===== src/rtl/in_module_if.sv =====
// Read-side bus of the input-port bank: read strobe/address in, registered data,
// valid pulse, sticky change flags and interrupt request out.
interface in_module_if;
  logic        enable;
  logic [3:0]  addr;
  logic [7:0]  out_data;
  logic        out_valid;
  logic [15:0] changed;
  logic        irq;

  modport master (output enable, addr, input out_data, out_valid, changed, irq);
  modport slave  (input enable, addr, output out_data, out_valid, changed, irq);
endinterface


===== src/rtl/in_module.sv =====
// Input-port bank: 16 synchronized 8-bit ports read back one cycle after a strobe.
// Optional per-port change flags and irq are built when IN_MODULE_CHANGE_EN is defined.
module in_module_sync #(
  parameter int W      = 8,
  parameter int STAGES = 2
) (
  input  logic         clk,
  input  logic         reset,
  input  logic [W-1:0] d,
  output logic [W-1:0] q
);
  logic [STAGES:1][W-1:0] s;

  always_ff @(posedge clk) begin
    if (!reset) begin
      s <= '0;
    end else begin
      s[1] <= d;
      for (int k = 2; k <= STAGES; k++) s[k] <= s[k-1];
    end
  end

  assign q = s[STAGES];
endmodule

module in_module #(
  parameter int SYNC_STAGES = 2
) (
  input  logic        clk,
  input  logic        reset,
  input  logic [7:0]  in_00, in_01, in_02, in_03,
  input  logic [7:0]  in_04, in_05, in_06, in_07,
  input  logic [7:0]  in_08, in_09, in_10, in_11,
  input  logic [7:0]  in_12, in_13, in_14, in_15,
  in_module_if.slave  bus
);
  localparam int NUM_PORTS = 16;

  logic [NUM_PORTS-1:0][7:0] pins;
  logic [NUM_PORTS-1:0][7:0] vis;

  assign pins = {in_15, in_14, in_13, in_12, in_11, in_10, in_09, in_08,
                 in_07, in_06, in_05, in_04, in_03, in_02, in_01, in_00};

  for (genvar g = 0; g < NUM_PORTS; g++) begin : g_port
    in_module_sync #(.W(8), .STAGES(SYNC_STAGES)) u_sync (
      .clk   (clk),
      .reset (reset),
      .d     (pins[g]),
      .q     (vis[g])
    );
  end

  // Read path: data holds between reads, valid is a one-cycle pulse per strobe.
  always_ff @(posedge clk) begin
    if (!reset) begin
      bus.out_data  <= 8'h00;
      bus.out_valid <= 1'b0;
    end else begin
      bus.out_valid <= bus.enable;
      if (bus.enable) bus.out_data <= vis[bus.addr];
    end
  end

`ifdef IN_MODULE_CHANGE_EN
  localparam logic [2:0] WARM_MAX = 3'(SYNC_STAGES + 1);

  logic [NUM_PORTS-1:0][7:0] prev;
  logic [2:0]                warm;
  logic                      warm_done;
  logic [NUM_PORTS-1:0]      changed_q, set_v, clr_v;

  assign warm_done = (warm == WARM_MAX);

  always_comb begin
    set_v = '0;
    clr_v = '0;
    for (int i = 0; i < NUM_PORTS; i++) begin
      set_v[i] = warm_done && (vis[i] != prev[i]);
      clr_v[i] = bus.enable && (bus.addr == 4'(i));
    end
  end

  // Set beats clear so a change landing on the read edge is never lost.
  always_ff @(posedge clk) begin
    if (!reset) begin
      prev      <= '0;
      warm      <= '0;
      changed_q <= '0;
    end else begin
      prev      <= vis;
      if (!warm_done) warm <= warm + 3'd1;
      changed_q <= set_v | (changed_q & ~clr_v);
    end
  end

  assign bus.changed = changed_q;
  assign bus.irq     = |changed_q;
`else
  assign bus.changed = 16'h0000;
  assign bus.irq     = 1'b0;
`endif
endmodule


===== src/flat_wrapper.sv =====
// flat-port wrapper written by rule: the top's interface ports become plain ports
module in_module_flat 
#(
  parameter int SYNC_STAGES = 2
)
  (clk, reset, in_00, in_01, in_02, in_03, in_04, in_05, in_06, in_07, in_08, in_09, in_10, in_11, in_12, in_13, in_14, in_15, bus_enable, bus_addr, bus_out_data, bus_out_valid, bus_changed, bus_irq);
  in_module_if bus_i ();
  input  logic clk;
  input  logic reset;
  input  logic [7:0] in_00;
  input  logic [7:0] in_01;
  input  logic [7:0] in_02;
  input  logic [7:0] in_03;
  input  logic [7:0] in_04;
  input  logic [7:0] in_05;
  input  logic [7:0] in_06;
  input  logic [7:0] in_07;
  input  logic [7:0] in_08;
  input  logic [7:0] in_09;
  input  logic [7:0] in_10;
  input  logic [7:0] in_11;
  input  logic [7:0] in_12;
  input  logic [7:0] in_13;
  input  logic [7:0] in_14;
  input  logic [7:0] in_15;
  input wire logic [$bits(bus_i.enable)-1:0] bus_enable;
  input wire logic [$bits(bus_i.addr)-1:0] bus_addr;
  output wire logic [$bits(bus_i.out_data)-1:0] bus_out_data;
  output wire logic [$bits(bus_i.out_valid)-1:0] bus_out_valid;
  output wire logic [$bits(bus_i.changed)-1:0] bus_changed;
  output wire logic [$bits(bus_i.irq)-1:0] bus_irq;
  assign bus_i.enable = bus_enable;
  assign bus_i.addr = bus_addr;
  assign bus_out_data = bus_i.out_data;
  assign bus_out_valid = bus_i.out_valid;
  assign bus_changed = bus_i.changed;
  assign bus_irq = bus_i.irq;
  in_module #(.SYNC_STAGES(SYNC_STAGES)) u_core (.clk(clk), .reset(reset), .in_00(in_00), .in_01(in_01), .in_02(in_02), .in_03(in_03), .in_04(in_04), .in_05(in_05), .in_06(in_06), .in_07(in_07), .in_08(in_08), .in_09(in_09), .in_10(in_10), .in_11(in_11), .in_12(in_12), .in_13(in_13), .in_14(in_14), .in_15(in_15), .bus(bus_i));
endmodule

===== config.mk =====
export PLATFORM = sky130hd
export DESIGN_NAME = in_module_flat
export DESIGN_NICKNAME = d
export VERILOG_FILES = /design/src/rtl/in_module_if.sv /design/src/rtl/in_module.sv /design/src/flat_wrapper.sv
export SDC_FILE = /design/constraint.sdc
export NUM_CORES = 1
export LEC_CHECK = 0
export BUFFER_PORTS_ARGS = -buffer_cell sky130_fd_sc_hd__buf_2
export CELL_PAD_IN_SITES_DETAIL_PLACEMENT = 1
export CELL_PAD_IN_SITES_GLOBAL_PLACEMENT = 1
export CORE_UTILIZATION = 44
export CTS_CLUSTER_SIZE = 20
export DETAILED_ROUTE_END_ITERATION = 16
export GPL_TIMING_DRIVEN = 0
export PLACE_DENSITY = 0.82
export SYNTH_ARGS = -nofsm -noshare
export SYNTH_HDL_FRONTEND = slang
export SYNTH_HIERARCHICAL = 1
export SYNTH_SLANG_ARGS = --single-unit

===== constraint.sdc =====
create_clock -name clk -period 1.17 [get_ports clk]
set_input_delay 0.0585 -clock clk [delete_from_list [all_inputs] [get_ports clk]]
set_output_delay 0.0585 -clock clk [all_outputs]
set_load 0.01 [all_outputs]

==> flow_summary.toml, run 1 <==
[placed_design]
routabilityCongestion = 0.747
dpl.hpwl_um = 14200
port_buffers = 142
dp_worst_setup_slack_ns = -0.545
postPlaceCellArea_um2 = 10800

[floorplanning]
core_area_um2 = 21300
die_area_um2 = 22600
io_pins = 161
rows = 53
die_w_um = 150
fp.dieH_um = 150
initial_utilization_pct = 45.4

[power]
p_leak_nw = 6.11
total_power_mw = 20.0
p_per_area_nw_per_um2 = 1530
ir_worst_vdd_v = 0.000986

[final_layout]
regArea_um2 = 5310
areaGrowthSynthToFinish_pct = 34.9
antenna_cells = 0
multi_input_area_um2 = 3050
fillers = 2261
nNetsFinal = 1296
drive_gt1_share_pct = 48.3
stdcell_area_um2 = 13000

[synth]
synthCells = 843
synth_area_um2 = 9660
yosys.cell_types.count = 17
avgSynthCellArea_um2 = 11.5
yosys_warnings = 6
ys_ff_latch = 265
yosysSeqAreaShare_pct = 54.9

[global_routing]
grt_pass1_wl_um = 37100
grt-ovfl-total = 0
grt_max_degree = 60
grt_pass1_vias = 6998
antenna_found_initial = 1
grt_use_total_pct = 22.3

[cts]
htree_levels = 1
cts_buffers = 27
clk_path_buf_depth = 3
path_clk_slew_ns = 0.06
cts_tree = "built"
clock_latency_ns = 0.55
post-cts-setup-buffer-count = 0
cts_sinks = 265
cts_root_buf = "clkbuf_16"

[detailed_routing]
totalWireLength_um = 24800
wire_per_inst_um = 17.0
wl_met1_um = 9900
wl_met2_um = 13600
maxUsedRoutingLayer = "met5"
vias = 6355
firstDrtPassIters = 4
via_per_inst = 4.36
post-route-drc-count = 0
drtAntennaViolNets = 0
drtIter0Drc = 137
dr_wl_met3_um = 740

[setup_path]
crit_arrival_ns = 1.54
cp_max_fo = 1
worst-setup-path-type = "flop to flop"
cp_data_required_time_ns = 1.59
r2r_cells = 5
start_kind = "flop"
worstSetupEndpointType = "flop"

[sta]
post-route-min-period_ns = 1.12
min_period_over_period_pct = 95.4
final_hold_viol_count = 0
report.final.slew_viol_count = 0
tns_ns = 0
clock_skew_ns = 0.0194
fmaxAchievable_ghz = 0.896
final.setup.worst_slack_ns = 0.0540
hold_ws_ns = 0.00865
rsz0062_at_grt = "no"
setup_violations = 0

[flow_run]
max_cap_viol_count = 0

[outcome]
outcome = "finished, final reports clean"

[min_path]
hold-path-cell-count = 2
hold_class = "input port to flop"
## worst max-delay path, cell delays in order (launching register included)
cell     delay (ns)
dfxtp_1        0.30
buf_4          0.12
mux2i_1        0.25
a22oi_2        0.14
nand3_1        0.11
nand3_1        0.07
## cells in the mapped netlist
library cell  number  area share [%]
and2_2           192              15
buf_6             19             2.2
buf_12             2            0.41
and2_1            66             4.3
nor2_2             1           0.065
mux2i_1           64             6.6
a21oi_1            8            0.41
a22oi_1           24             1.9
buf_1              1           0.039
buf_8              2            0.31
dfxtp_1          265              55
nand2_1           16            0.62
nand3_1           25             1.3
buf_4            148              11
nor2b_1            4            0.26
buf_2              5            0.26
conb_1             1           0.039
## timing repair
action                                  in CTS  in global routing
endpoints found under the hold margin      131                  0
resized for setup                            4                  9
endpoints found under the setup margin       4                  8
hold buffers                               130                  0
## kinds of logic (layout without fill, tap and decap cells)
group / count (synthesis) / count (layout) / synth area share (%)
buffers and inverters: 177 / 499 / 14.7
and+or+nand+nor: 304 / 304 / 21.4
DFF: 265 / 265 / 54.9
other: 1 / 17 / 0.0388
AOI/OAI and AO/OA: 32 / 32 / 2.28
muxes: 64 / 64 / 6.63
## final cells by class
| class | count | area share, % |
|---|---|---|
| Sequential cell | 265 | 40.7 |
| Tap cell | 275 | 2.64 |
| Clock inverter | 15 | 0.941 |
| Buffer | 177 | 10.9 |
| Timing Repair Buffer | 273 | 15.6 |
| Clock buffer | 34 | 5.77 |
| Multi-Input combinational cell | 417 | 23.4 |
## routing by layer
layer | up-vias | GRT usage, %
met4 | 2 | 5.45
met2 | 136 | 45.1
met5 | - | 0
li1 | 3150 | -
met1 | 3031 | 23.7
met3 | 36 | 3.12
## cell usage in the layout, fill, tap and decap left out
| master | n |
|---|---|
| buf_12 | 3 |
| buf_6 | 20 |
| nor2b_1 | 4 |
| dfxtp_1 | 265 |
| buf_2 | 146 |
| and2_1 | 66 |
| clkbuf_8 | 5 |
| clkbuf_16 | 27 |
| a22oi_2 | 8 |
| buf_1 | 1 |
| conb_1 | 17 |
| dlygate4sd3_1 | 130 |
| mux2i_2 | 4 |
| inv_16 | 1 |
| a22oi_1 | 16 |
| nand2_1 | 16 |
| clkinv_2 | 10 |
| nand3_1 | 25 |
| mux2i_1 | 60 |
| bufinv_16 | 1 |
| and2_2 | 192 |
| a21oi_1 | 8 |
| clkinvlp_4 | 3 |
| buf_8 | 2 |
| buf_4 | 148 |
| clkbuf_1 | 2 |
| nor2_2 | 1 |
## final timing paths
kind,from,endpoint,slack [ns]
setup / recovery,u_core/g_port[5].u_sync/q[2]$_SDFF_PN0_,u_core/bus.out_data[2]$_SDFFE_PN0P_,0.05
hold / removal,reset,u_core/g_port[10].u_sync/s[5]$_SDFF_PN0_,0.009
setup reg to reg,u_core/g_port[5].u_sync/q[2]$_SDFF_PN0_,u_core/bus.out_data[2]$_SDFFE_PN0P_,0.05
hold reg to reg,u_core/g_port[15].u_sync/s[7]$_SDFF_PN0_,u_core/g_port[15].u_sync/q[7]$_SDFF_PN0_,0.45
## per-stage QoR
| stage | util, % | instances |
|---|---|---|
| final | 61.2 | 1456 |
| after global routing | 61.2 | 1456 |
| after detailed placement | 50.7 | 1277 |
| after CTS | 61.1 | 1456 |
| after global placement | 50.6 | 1276 |
| after floorplan | - | 859 |
## registers in the layout, summed over array words and instances (netlist names)
signal                  cells
u_core/g_port.u_sync/q    128
u_core/g_port.u_sync/s    128
u_core/bus.out_valid        1
u_core/bus.out_data         8
## report_power, final
group          internal (mW)  switching, mW  total, mW  leakage [nW]
combinational           1.19          0.782       1.98          3.48
clock                   4.79           3.61       8.40         0.434
sequential              9.46          0.122       9.58          2.19
total                   15.4           4.51       20.0          6.11
Power figures use the tool's default switching activity.
==> run 2: changes to the inputs <==
- CAP_MARGIN: default -> 40
- GPL_TIMING_DRIVEN: 0 -> default
- SLEW_MARGIN: default -> 10
==> run 2 against run 1 <==
Effect of this change: sequential power rose by 0.4%; core utilization fell by 5.4 points; clock-buffer cell count fell by 2; sequential share of layout area rose by 3.9 points; combinational power fell by 20%.
==> flow_summary.toml, run 2 (same netlist as run 1, synthesis figures left out) <==
[outcome]
outcome = "finished, final reports clean"

[power]
p_per_area_nw_per_um2 = 1730
total_power_mw = 20.5
p_leak_nw = 5.31
ir_worst_vdd_v = 0.000996

[setup_path]
timing.rr.end = "u_core/bus.out_data[2]$_SDFFE_PN0P_"
start_kind = "flop"
cp_max_fo = 2
rrSetupSlack_ns = 0.08
worstSetupEndpointType = "output pin"
crit_buf_inv = 1
crit_slowest_cell = "dfxtp_1"
critPathLaunch = "u_core/bus.out_data[3]$_SDFFE_PN0P_"
crit_path_max_incr_delay_ns = 0.36
reg2reg_from = "u_core/g_port[6].u_sync/q[2]$_SDFF_PN0_"
r2r_cells = 4
worst_path_dominant_cell_family = "flip-flops"
crit_arrival_ns = 1.09
worst-setup-path-type = "flop to output pin"
crit_chain = "buf_2"
cp_data_required_time_ns = 1.11

[detailed_routing]
post-route-drc-count = 0
drtIter0Drc = 344
via_per_inst = 4.46
wire_per_inst_um = 18.0
drtAntennaViolNets = 0
totalWireLength_um = 23400
vias = 5789
firstDrtPassIters = 4

[sta]
setup_violations = 0
worst_pin_slew_ns = 0.685
rsz0062_at_grt = "no"
final_hold_viol_count = 0
post-route-min-period_ns = 1.15
relSlewSlack_pct = 54.3
clock_skew_ns = 0.0268
hold_ws_ns = 0.127
report.final.slew_viol_count = 0
min_period_over_period_pct = 97.9
fmaxAchievable_ghz = 0.873

[global_routing]
grt_use_met2_pct = 37.8
top_usage_layer = "met2"
grt_pass1_wl_um = 35700
use_met3_pct = 3.70
grt-ovfl-total = 0
grt_max_degree = 170
grt_use_total_pct = 21.2
met1_usage_pct = 25.7
antenna_found_initial = 0
grt_pass1_vias = 6385

[final_layout]
drive_gt1_share_pct = 39.3
areaGrowthSynthToFinish_pct = 23.0
antenna_cells = 0
final_common_cell = "dfxtp_1"
multi_input_area_um2 = 3000
layout_common_cells = "dfxtp_1, and2_2, buf_2"
nNetsFinal = 1138
fillers = 2205
regArea_um2 = 5310

[floorplanning]
fp.dieH_um = 150
initial_utilization_pct = 45.4
die_area_um2 = 22600
core_area_um2 = 21300
io_pins = 161
rows = 53
die_w_um = 150

[cts]
post-cts-setup-buffer-count = 0
cts_sinks = 265
clk_path_buf_depth = 3
cts_buffers = 27
cts_tree = "built"
htree_levels = 1
cts_root_buf = "clkbuf_16"
path_clk_slew_ns = 0.07
clock_latency_ns = 0.55

[min_path]
hold_class = "input port to flop"
min_from = "reset"
hold-path-cell-count = 4
min_to = "u_core/bus.out_data[3]$_SDFFE_PN0P_"

[placed_design]
port_buffers = 143
dpl.hpwl_um = 13400
routabilityCongestion = 0.876

[flow_run]
max_cap_viol_count = 0
-- run 2: where the power goes --
| group | switching [mW] | internal, mW | total (mW) |
|---|---|---|---|
| Combinational | 0.659 | 0.918 | 1.58 |
| Clock | 3.73 | 5.60 | 9.33 |
| Sequential | 0.158 | 9.46 | 9.62 |
-- run 2: worst max-delay path by stage --
stage | slack, ns | endpoint | cells past startpoint
after floorplan | 0.27 | u_core/bus.out_data[0]$_SDFFE_PN0P_ | 6
after global placement | -0.12 | u_core/bus.out_data[3]$_SDFFE_PN0P_ | 6
after detailed placement | -0.15 | u_core/bus.out_data[0]$_SDFFE_PN0P_ | 6
after CTS | 0.01 | bus_out_data[0] | 1
after global routing | 0.006 | bus_out_data[2] | 1
final | 0.02 | bus_out_data[3] | 1
-- run 2: final cells by class --
cell class	instances	area share (%)
Clock inverter	18	2.15
Multi-Input combinational cell	417	25.2
Sequential cell	265	44.6
Clock buffer	32	6.10
Timing Repair Buffer	292	19.0
Tap cell	275	2.90
-- run 2: through the flow --
| stage | worst slack, ns | cell area (um^2) | utilization (%) | cells | setup TNS [ns] |
|---|---|---|---|---|---|
| 2_1_floorplan | 0.270 | 9720 | - | 859 | 0 |
| 6_report | 0.0241 | 11900 | 55.8 | 1299 | 0 |
| 3_3_place_gp | -0.119 | 9590 | 45.0 | 1118 | -0.704 |
| 5_1_grt | 0.00559 | 11900 | 55.8 | 1299 | 0 |
| 4_1_cts | 0.0131 | 11900 | 55.8 | 1299 | 0 |
| 3_5_place_dp | -0.151 | 9590 | 45.0 | 1118 | -0.994 |
-- run 2: metal layers --
metal  share of wire (%)  routed length [um]
met2                  50               11800
met1                  42                9890
met4                 2.7                 623
met3                 4.6                1080
met5                   0                   0
-- run 2: repair_timing --
action,CTS,global route
setup endpoints to repair,0,2
hold buffers,131,0
hold endpoints to repair,136,0
gates resized for setup,0,2
